File: config.mk
export PLATFORM = sky130hd
export DESIGN_NAME = logic_microop_sequencer
export DESIGN_NICKNAME = d
export VERILOG_FILES = /design/src/rtl/logic_microop_sequencer.sv
export SDC_FILE = /design/constraint.sdc
export NUM_CORES = 1
export LEC_CHECK = 0
export BUFFER_PORTS_ARGS = -buffer_cell sky130_fd_sc_hd__buf_2
export CORE_ASPECT_RATIO = 0.75
export CORE_MARGIN = 3
export CORE_UTILIZATION = 49
export CTS_CLUSTER_SIZE = 24
export DETAILED_ROUTE_END_ITERATION = 8
export MAX_ROUTING_LAYER = met4
export PLACE_DENSITY = 0.73
export RECOVER_POWER = 50
export SYNTH_ARGS = -nofsm -noshare
export SYNTH_HDL_FRONTEND = slang
export SYNTH_SLANG_ARGS = --single-unit
File: constraint.sdc
create_clock -name clk -period 2.1 [get_ports clk]
set_input_delay 0.42 -clock clk [delete_from_list [all_inputs] [get_ports clk]]
set_output_delay 0.42 -clock clk [all_outputs]
set_load 0.02 [all_outputs]
File: src/rtl/logic_microop_sequencer.sv
// Initiator for the bitwise logic unit. It holds a 4-entry operand bank and runs AND/OR/XOR/NOT
// commands through the external unit. Each result is written back to the bank and returned on a handshake.
module logic_microop_sequencer #(
  parameter int unsigned WIDTH         = 4,
  parameter int unsigned SETTLE_CYCLES = 1
) (
  input  logic             clk,
  input  logic             rst,
  input  logic             ld_valid,
  input  logic [1:0]       ld_addr,
  input  logic [WIDTH-1:0] ld_data,
  input  logic             cmd_valid,
  output logic             cmd_ready,
  input  logic [1:0]       cmd_op,
  input  logic [1:0]       cmd_srca,
  input  logic [1:0]       cmd_srcb,
  input  logic [1:0]       cmd_dst,
  output logic [WIDTH-1:0] mop_a,
  output logic [WIDTH-1:0] mop_b,
  output logic             mop_s0,
  output logic             mop_s1,
  input  logic [WIDTH-1:0] mop_f,
  output logic             rsp_valid,
  input  logic             rsp_ready,
  output logic [WIDTH-1:0] rsp_data,
  output logic [1:0]       rsp_dst,
  output logic             busy
);

  typedef enum logic [1:0] {
    IDLE  = 2'd0,
    ISSUE = 2'd1,
    RESP  = 2'd2
  } state_t;

  localparam logic [3:0] SETTLE_LOAD = 4'(SETTLE_CYCLES - 1);

  state_t           state;
  logic [3:0]       settle_cnt;
  logic [1:0]       dst_q;
  logic [WIDTH-1:0] bank [4];
  logic             accept;
  logic             wb_en;

  assign cmd_ready = (state == IDLE);
  assign busy      = (state != IDLE);
  assign accept    = cmd_valid && (state == IDLE);
  assign wb_en     = (state == ISSUE) && (settle_cnt == '0);

  // Write-back has priority over a direct load to the same entry on the same edge.
  always_ff @(posedge clk or posedge rst) begin
    if (rst) begin
      for (int unsigned i = 0; i < 4; i++) begin
        bank[i] <= '0;
      end
    end else begin
      for (int unsigned i = 0; i < 4; i++) begin
        if (wb_en && (dst_q == 2'(i))) begin
          bank[i] <= mop_f;
        end else if (ld_valid && (ld_addr == 2'(i))) begin
          bank[i] <= ld_data;
        end
      end
    end
  end

  always_ff @(posedge clk or posedge rst) begin
    if (rst) begin
      state      <= IDLE;
      settle_cnt <= '0;
      dst_q      <= '0;
      mop_a      <= '0;
      mop_b      <= '0;
      mop_s0     <= 1'b0;
      mop_s1     <= 1'b0;
      rsp_valid  <= 1'b0;
      rsp_data   <= '0;
      rsp_dst    <= '0;
    end else begin
      case (state)
        IDLE: begin
          if (accept) begin
            // Operands come from the bank before any load landing on this same edge.
            mop_a      <= bank[cmd_srca];
            mop_b      <= bank[cmd_srcb];
            mop_s0     <= cmd_op[1];
            mop_s1     <= cmd_op[0];
            dst_q      <= cmd_dst;
            settle_cnt <= SETTLE_LOAD;
            state      <= ISSUE;
          end
        end
        ISSUE: begin
          if (settle_cnt == '0) begin
            rsp_data  <= mop_f;
            rsp_dst   <= dst_q;
            rsp_valid <= 1'b1;
            mop_a     <= '0;
            mop_b     <= '0;
            mop_s0    <= 1'b0;
            mop_s1    <= 1'b0;
            state     <= RESP;
          end else begin
            settle_cnt <= settle_cnt - 4'd1;
          end
        end
        RESP: begin
          if (rsp_ready) begin
            rsp_valid <= 1'b0;
            state     <= IDLE;
          end
        end
        default: begin
          state <= IDLE;
        end
      endcase
    end
  end

endmodule
==> results by group, run 1 <==
Synthesis
  – Yosys reg bits: 41
  – Top cell type by total area after synthesis: dfrtp_1
  – Asr flop ratio synth: 100%
  – Post-synth EDFFs: 0
  – Ys Warns: 0
  – Synth top area cells: dfrtp_1 50%, mux2_2 18%, mux4_2 8.7%, nand2_1 5.1%, o21ai_0 3.1%
  – Share of the synthesized area in the top cell type: 49.5%
  – Predominant post-synthesis flop cell: dfrtp_1
  – Synth Instances: 167
  – Syn nets: 191
  – Most frequent cell after synthesis: dfrtp_1
  – Post-synthesis sequential area ratio: 49.5%
  – Most frequent cells after synthesis: 41 x dfrtp_1, 34 x mux2_2, 28 x nand2_1
  – Count of different cell masters after synthesis: 28
  – Synthesized area per cell: 12.4 sq um
  – Cell Area, Synth: 2070 sq um

Worst setup path
  – CP max-delay cell: dfrtp_1
  – Worst endpoint required time: 2270 ps
  – Startpoint Class: flop
  – WP data arrival: 2200 ps
  – CP bufs+invs: 3
  – CP Class: flop to flop
  – Crit-path most repeated cell: buf_4
  – Length in cells of the worst reg-to-reg path: 7
  – Reg2reg setup slack: 70 ps
  – Reg2reg end: bank[10]$_DFFE_PP0P_
  – CP Cell Sequence: inv_2 > ha_4 > or3b_4 > buf_4 > nor4b_4 > buf_4 > mux2_2
  – Max FO, Critical Path: 6
  – CP startpoint: settle_cnt[0]$_DFFE_PP0P_
  – Reg2Reg Launch Point: settle_cnt[0]$_DFFE_PP0P_
  – CP Capture Type: flop
  – Crit-path max cell delay: 400 ps
  – Family with the most delay on the worst path: simple AND/OR/NAND/NOR gates

Route
  – Routed Antenna Nets: 0
  – WL met3: 381 um
  – Drt total wl: 4.52 mm
  – Routed wl met2: 2.20 mm
  – DR vias/cell: 5.62
  – Wire per inst: 16.7 um
  – Top Layer Used: met4
  – M1 WL: 1.88 mm
  – TritonRoute pass-1 iters: 4
  – DR DRC count: 0
  – DR iter-0 viols: 58
  – DR vias: 1518

Clock network
  – Clock edge transition at the registers on the reported setup and hold paths: 70 ps
  – TritonCTS Buffers: 5
  – Clock tree buffer depth: 2
  – Clock Sinks: 41
  – CTS tree: yes
  – Clock root buffer: clkbuf_8
  – # H-tree levels: 2
  – Worst-skew pair later-pin latency: 280 ps

Layout
  – Nets: 242
  – Fill count: 324
  – Share of layout cells above drive strength 1: 47.2%
  – Finished Cell Area: 2490 sq um
  – Area delta synth->final: 20.1%
  – N_diodes: 0

Pwr
  – Switch Pwr: 1.40 mW
  – Combinational power share: 46.1%
  – PwrDens: 1480 nW/um^2
  – Worst vdd ir: 736 uV
  – Clock Power Share: 13.7%
  – Sequential share of power: 40.2%
  – Leak: 1.12 nW
  – Switching share of power: 37.8%
  – Pint: 2.29 mW

Outcome
  – Outcome: completed

Worst hold path
  – Worst Hold Launch: rsp_ready
  – Min-delay worst type: input pin to flop
  – Hold path cells: 2
  – Worst Hold Endpoint: state[1]$_DFFE_PP0P_

Floorplan
  – Row count: 19
  – Die width: 81.1 um
  – Die ar.: 5050 sq um
  – Core ar.: 3850 sq um
  – Initial core utilization: 53.8%
  – Ports: 42
  – Die Ht: 62.3 um

Placed design
  – Placed Area: 2380 sq um
  – Dpl ws: -3.97 ps
  – GPL Wtd Cong: 0.861
  – HPWL after DPL: 3.45 mm
  – Port Buf Inserts: 41

STA
  – Final Hold Viols: 0
  – Final worst-path cycle share: 96.6%
  – Max Clk Rate: 493 MHz
  – Clk_skew: 4.19 ps
  – Final Worst Setup Slack: 72.3 ps
  – Post-layout minimum cycle time: 2030 ps
  – Slew Viols, Final: 0
  – Final setup violation count: 0
  – Worst rel slew slack: 32.8%
  – Slew of the pin with the lowest slew margin: 1010 ps

Run
  – Max-Cap Viols: 0

GRT
  – GR Util All Layers: 19.5%
  – Largest net degree at the start of global routing: 42
  – Number of global-route vias before repair: 1502
  – Initial antenna violation count: 0
  – First-pass GRT wire length: 7.33 mm
  – GRT overflow: 0
## kinds of logic (layout without fill, tap and decap cells)
family,Yosys count,after routing,share of synthesized area [%]
AND/OR/NAND/NOR,51,51,12.9
AO/OA/AOI/OAI,16,16,4.05
multiplexers,48,48,31.0
flip-flops,41,41,49.5
buffers and inverters,10,61,1.93
adder cells (fa/ha/maj),1,1,0.604
## final cells by class
| class | instances | area (sq um) | area share, % |
|---|---|---|---|
| clock buffer | 7 | 86.3 | 3.47 |
| inverter | 4 | 15.0 | 0.603 |
| multi-input combinational | 116 | 1040 | 41.6 |
| sequential | 41 | 1030 | 41.2 |
| tap | 52 | 65.1 | 2.61 |
| timing repair buffer | 50 | 260 | 10.5 |
## registers in the layout, indices dropped and copies added (netlist names)
name and cells:
settle_cnt 4, bank 16, state 2, mop_s1 1
rsp_data 4, mop_a 4, rsp_valid 1, mop_b 4
dst_q 2, rsp_dst 2, mop_s0 1
## metal layers
layer / GRT usage, % / vias up
li1: - / 708
met1: 24.4 / 736
met2: 31.6 / 66
met3: 4.77 / 8
met4: 5.70 / 0
met5: - / -
## how the worst max path moves through the flow
stage,to,slack (ps),cells after the start
after global routing,bank[10]$_DFFE_PP0P_,-3,7
after detailed placement,bank[12]$_DFFE_PP0P_,-4,5
after CTS,bank[10]$_DFFE_PP0P_,20,7
after floorplan,bank[12]$_DFFE_PP0P_,5,7
final,bank[10]$_DFFE_PP0P_,70,7
after global placement,bank[15]$_DFFE_PP0P_,70,5
## timing repair
item                                    CTS  global route
gates resized for setup                   1             7
endpoints found under the setup margin    4            17
setup buffers                             0             1
hold buffers                              0             0
## layout by cell type (no fill, tap or decap), drive strengths merged
master,count
clkbuf,16
dfrtp,41
a21oi,1
or3b,2
nor3,1
buf,41
or2,1
nor3b,3
nand4b,1
nand3b,3
nor2b,1
inv,4
a21o,1
nand2,28
nand4,1
mux2,38
nand2b,2
or4,2
nor2,1
mux2i,2
nand3,4
o22ai,1
o21ai,13
mux4,8
ha,1
nor4b,1
## through the flow
step | hold slack (ps) | setup TNS, ps | utilization, % | cells | power (mW)
after floorplan | 463 | 0 | - | 167 | 2.59
final | 319 | 0 | 64.6 | 270 | 3.69
after CTS | 262 | 0 | 64.1 | 269 | 3.64
after detailed placement | 469 | -12.2 | 61.7 | 262 | 3.13
after global placement | 462 | 0 | 61.7 | 262 | 3.01
after global routing | 318 | -5.34 | 64.6 | 270 | 3.94
## power by group through the flow
| stage | Clock [mW] | Combinational (mW) | Sequential (mW) |
|---|---|---|---|
| CTS | 0.516 | 1.66 | 1.46 |
| global placement | 0 | 1.58 | 1.43 |
| finish | 0.504 | 1.70 | 1.48 |
| floorplan | 0 | 1.02 | 1.56 |
| global route | 0.548 | 1.85 | 1.53 |
| detailed placement | 0 | 1.65 | 1.48 |
## worst register-to-register path: cells and delay by family, from the launching register on
| family | cells | cell delay (ps) |
|---|---|---|
| flops | 1 | 400 |
| buf+inv | 3 | 430 |
| mux | 1 | 330 |
| fa+ha+maj | 1 | 140 |
| simple gates | 2 | 610 |
Power figures use the tool's default switching activity.
==> run 2: changes to the inputs <==
--- a/config.mk
+++ b/config.mk
@@ -9,6 +9,7 @@
 export CORE_ASPECT_RATIO = 0.75
 export CORE_MARGIN = 3
 export CORE_UTILIZATION = 49
+export CTS_BUF_LIST = sky130_fd_sc_hd__clkbuf_2 sky130_fd_sc_hd__clkbuf_4 sky130_fd_sc_hd__clkbuf_8
 export CTS_CLUSTER_SIZE = 24
 export DETAILED_ROUTE_END_ITERATION = 8
 export MAX_ROUTING_LAYER = met4
==> constraint.sdc (replaced) <==
create_clock -name clk -period 2.1 [get_ports clk]
set_input_delay 0.525 -clock clk [delete_from_list [all_inputs] [get_ports clk]]
set_output_delay 0.525 -clock clk [all_outputs]
set_load 0.02 [all_outputs]
==> results by group, run 2 (same netlist as run 1, synthesis figures left out) <==
Worst setup path
  – Reg2reg end: bank[10]$_DFFE_PP0P_
  – Family with the most delay on the worst path: simple AND/OR/NAND/NOR gates
  – Max FO, Critical Path: 6
  – Critical Path Stages: 7
  – Reg2reg setup slack: 60 ps
  – Length in cells of the worst reg-to-reg path: 7
  – CP Capture Type: flop
  – Reg2Reg Launch Point: settle_cnt[1]$_DFFE_PP0P_
  – CP startpoint: settle_cnt[1]$_DFFE_PP0P_
  – Crit-path max cell delay: 390 ps
  – Startpoint Class: flop
  – Crit-path most repeated cell: buf_4
  – CP max-delay cell: dfrtp_1
  – CP Cell Sequence: inv_1 > ha_4 > or3b_4 > buf_4 > nor4b_2 > buf_4 > mux2_2
  – WP data arrival: 2210 ps
  – Worst endpoint required time: 2270 ps
  – Worst setup path end: bank[10]$_DFFE_PP0P_
  – CP bufs+invs: 3
  – CP Class: flop to flop

Placed design
  – HPWL after DPL: 3.35 mm
  – Port Buf Inserts: 41
  – Dpl ws: -10.2 ps
  – GPL Wtd Cong: 0.866
  – Inst Count DP: 262

STA
  – Final Hold Viols: 0
  – Final worst-path cycle share: 97.2%
  – Slew Viols, Final: 0
  – Max Clk Rate: 490 MHz
  – Clk_skew: 3.04 ps
  – Slew of the pin with the lowest slew margin: 993 ps
  – Final Hold Slack: 439 ps
  – Worst rel slew slack: 33.8%
  – Final Worst Setup Slack: 59.6 ps
  – Final setup violation count: 0
  – Post-layout minimum cycle time: 2040 ps

Outcome
  – Outcome: completed

Clock network
  – Clock tree buffer depth: 2
  – TritonCTS Buffers: 5
  – Clock root buffer: clkbuf_8
  – Clock edge transition at the registers on the reported setup and hold paths: 70 ps
  – CTS Hold Bufs: 0
  – Worst-skew pair later-pin latency: 280 ps
  – CTS tree: yes
  – # H-tree levels: 2
  – Clock Sinks: 41

Pwr
  – Leak: 1.12 nW
  – Worst vdd ir: 849 uV
  – PwrDens: 1480 nW/um^2

Floorplan
  – Die Ht: 62.3 um
  – Initial core utilization: 53.8%
  – Ports: 42
  – Die ar.: 5050 sq um
  – Core ar.: 3850 sq um
  – Row count: 19
  – Die width: 81.1 um

Layout
  – Area delta synth->final: 19.9%
  – Leading cell types in the layout, fill and taps excluded: 41 x dfrtp_1, 34 x mux2_2, 32 x buf_2, 28 x nand2_1, 13 x o21ai_0
  – Max reg flops: 16
  – Share of layout cells above drive strength 1: 47.0%
  – Final Non-Filler Cells: 271
  – N_diodes: 0
  – Largest reg by FF count: bank
  – Commonest non-fill, non-tap cell in the layout: dfrtp_1
  – Nets: 242

Route
  – Drt total wl: 4.35 mm
  – Wire per inst: 16.1 um
  – DR vias/cell: 5.51
  – DR vias: 1494
  – Routed Antenna Nets: 0
  – DR DRC count: 0
  – DR iter-0 viols: 73
  – TritonRoute pass-1 iters: 4

GRT
  – First-pass GRT wire length: 7.18 mm
  – Initial antenna violation count: 0
  – Number of global-route vias before repair: 1479
  – GR Util All Layers: 19.3%
  – GRT overflow: 0
  – Largest net degree at the start of global routing: 42

Worst hold path
  – Worst Hold Launch: rsp_ready
  – Min-delay worst type: input pin to flop

Run
  – Max-Cap Viols: 0
==> run 2: cell type report <==
class / count / area [sq um]
Fill cell: 305 / 1370
Timing Repair Buffer: 50 / 259
Clock buffer: 8 / 91.3
Multi-Input combinational cell: 116 / 1030
Sequential cell: 41 / 1030
Inverter: 4 / 15.0
Tap cell: 52 / 65.1
==> run 2: power breakdown <==
group          total [mW]  switching (mW)  internal (mW)
clock network       0.513           0.238          0.275
logic                1.67           0.821          0.852
registers            1.48           0.307           1.17
==> run 2: timing repair <==
item	4_1_cts	5_1_grt
setup buffers	0	1
setup endpoints to repair	4	10
resized for setup	1	5
==> run 2: worst min-delay path by stage <==
stage | endpoint | slack (ps) | depth (start not counted)
after CTS | rsp_dst[0]$_DFFE_PP0P_ | 360 | 3
after floorplan | settle_cnt[3]$_DFFE_PP0P_ | 460 | 1
after global placement | rsp_valid$_DFFE_PP0P_ | 460 | 1
after detailed placement | rsp_valid$_DFFE_PP0P_ | 470 | 1
final | state[1]$_DFFE_PP0P_ | 440 | 2
after global routing | state[1]$_DFFE_PP0P_ | 430 | 2
==> run 2: layer usage <==
metal / up-vias / share of wire (%) / global-route usage [%]
met5: - / 0 / -
met4: 0 / 1.2 / 5.70
met3: 8 / 6.2 / 4.48
met2: 48 / 50 / 29.9
met1: 731 / 43 / 25.4
li1: 707 / - / -
==> run 2: stage by stage <==
step | instance area, sq um | util, % | total power, mW | setup TNS [ps]
final | 2480 | 64.5 | 3.66 | 0
after global routing | 2480 | 64.5 | 3.92 | -3.62
after CTS | 2470 | 64.2 | 3.65 | 0
after detailed placement | 2380 | 61.7 | 3.12 | -31.1
after global placement | 2380 | 61.7 | 3.01 | 0
after floorplan | 2070 | - | 2.59 | 0
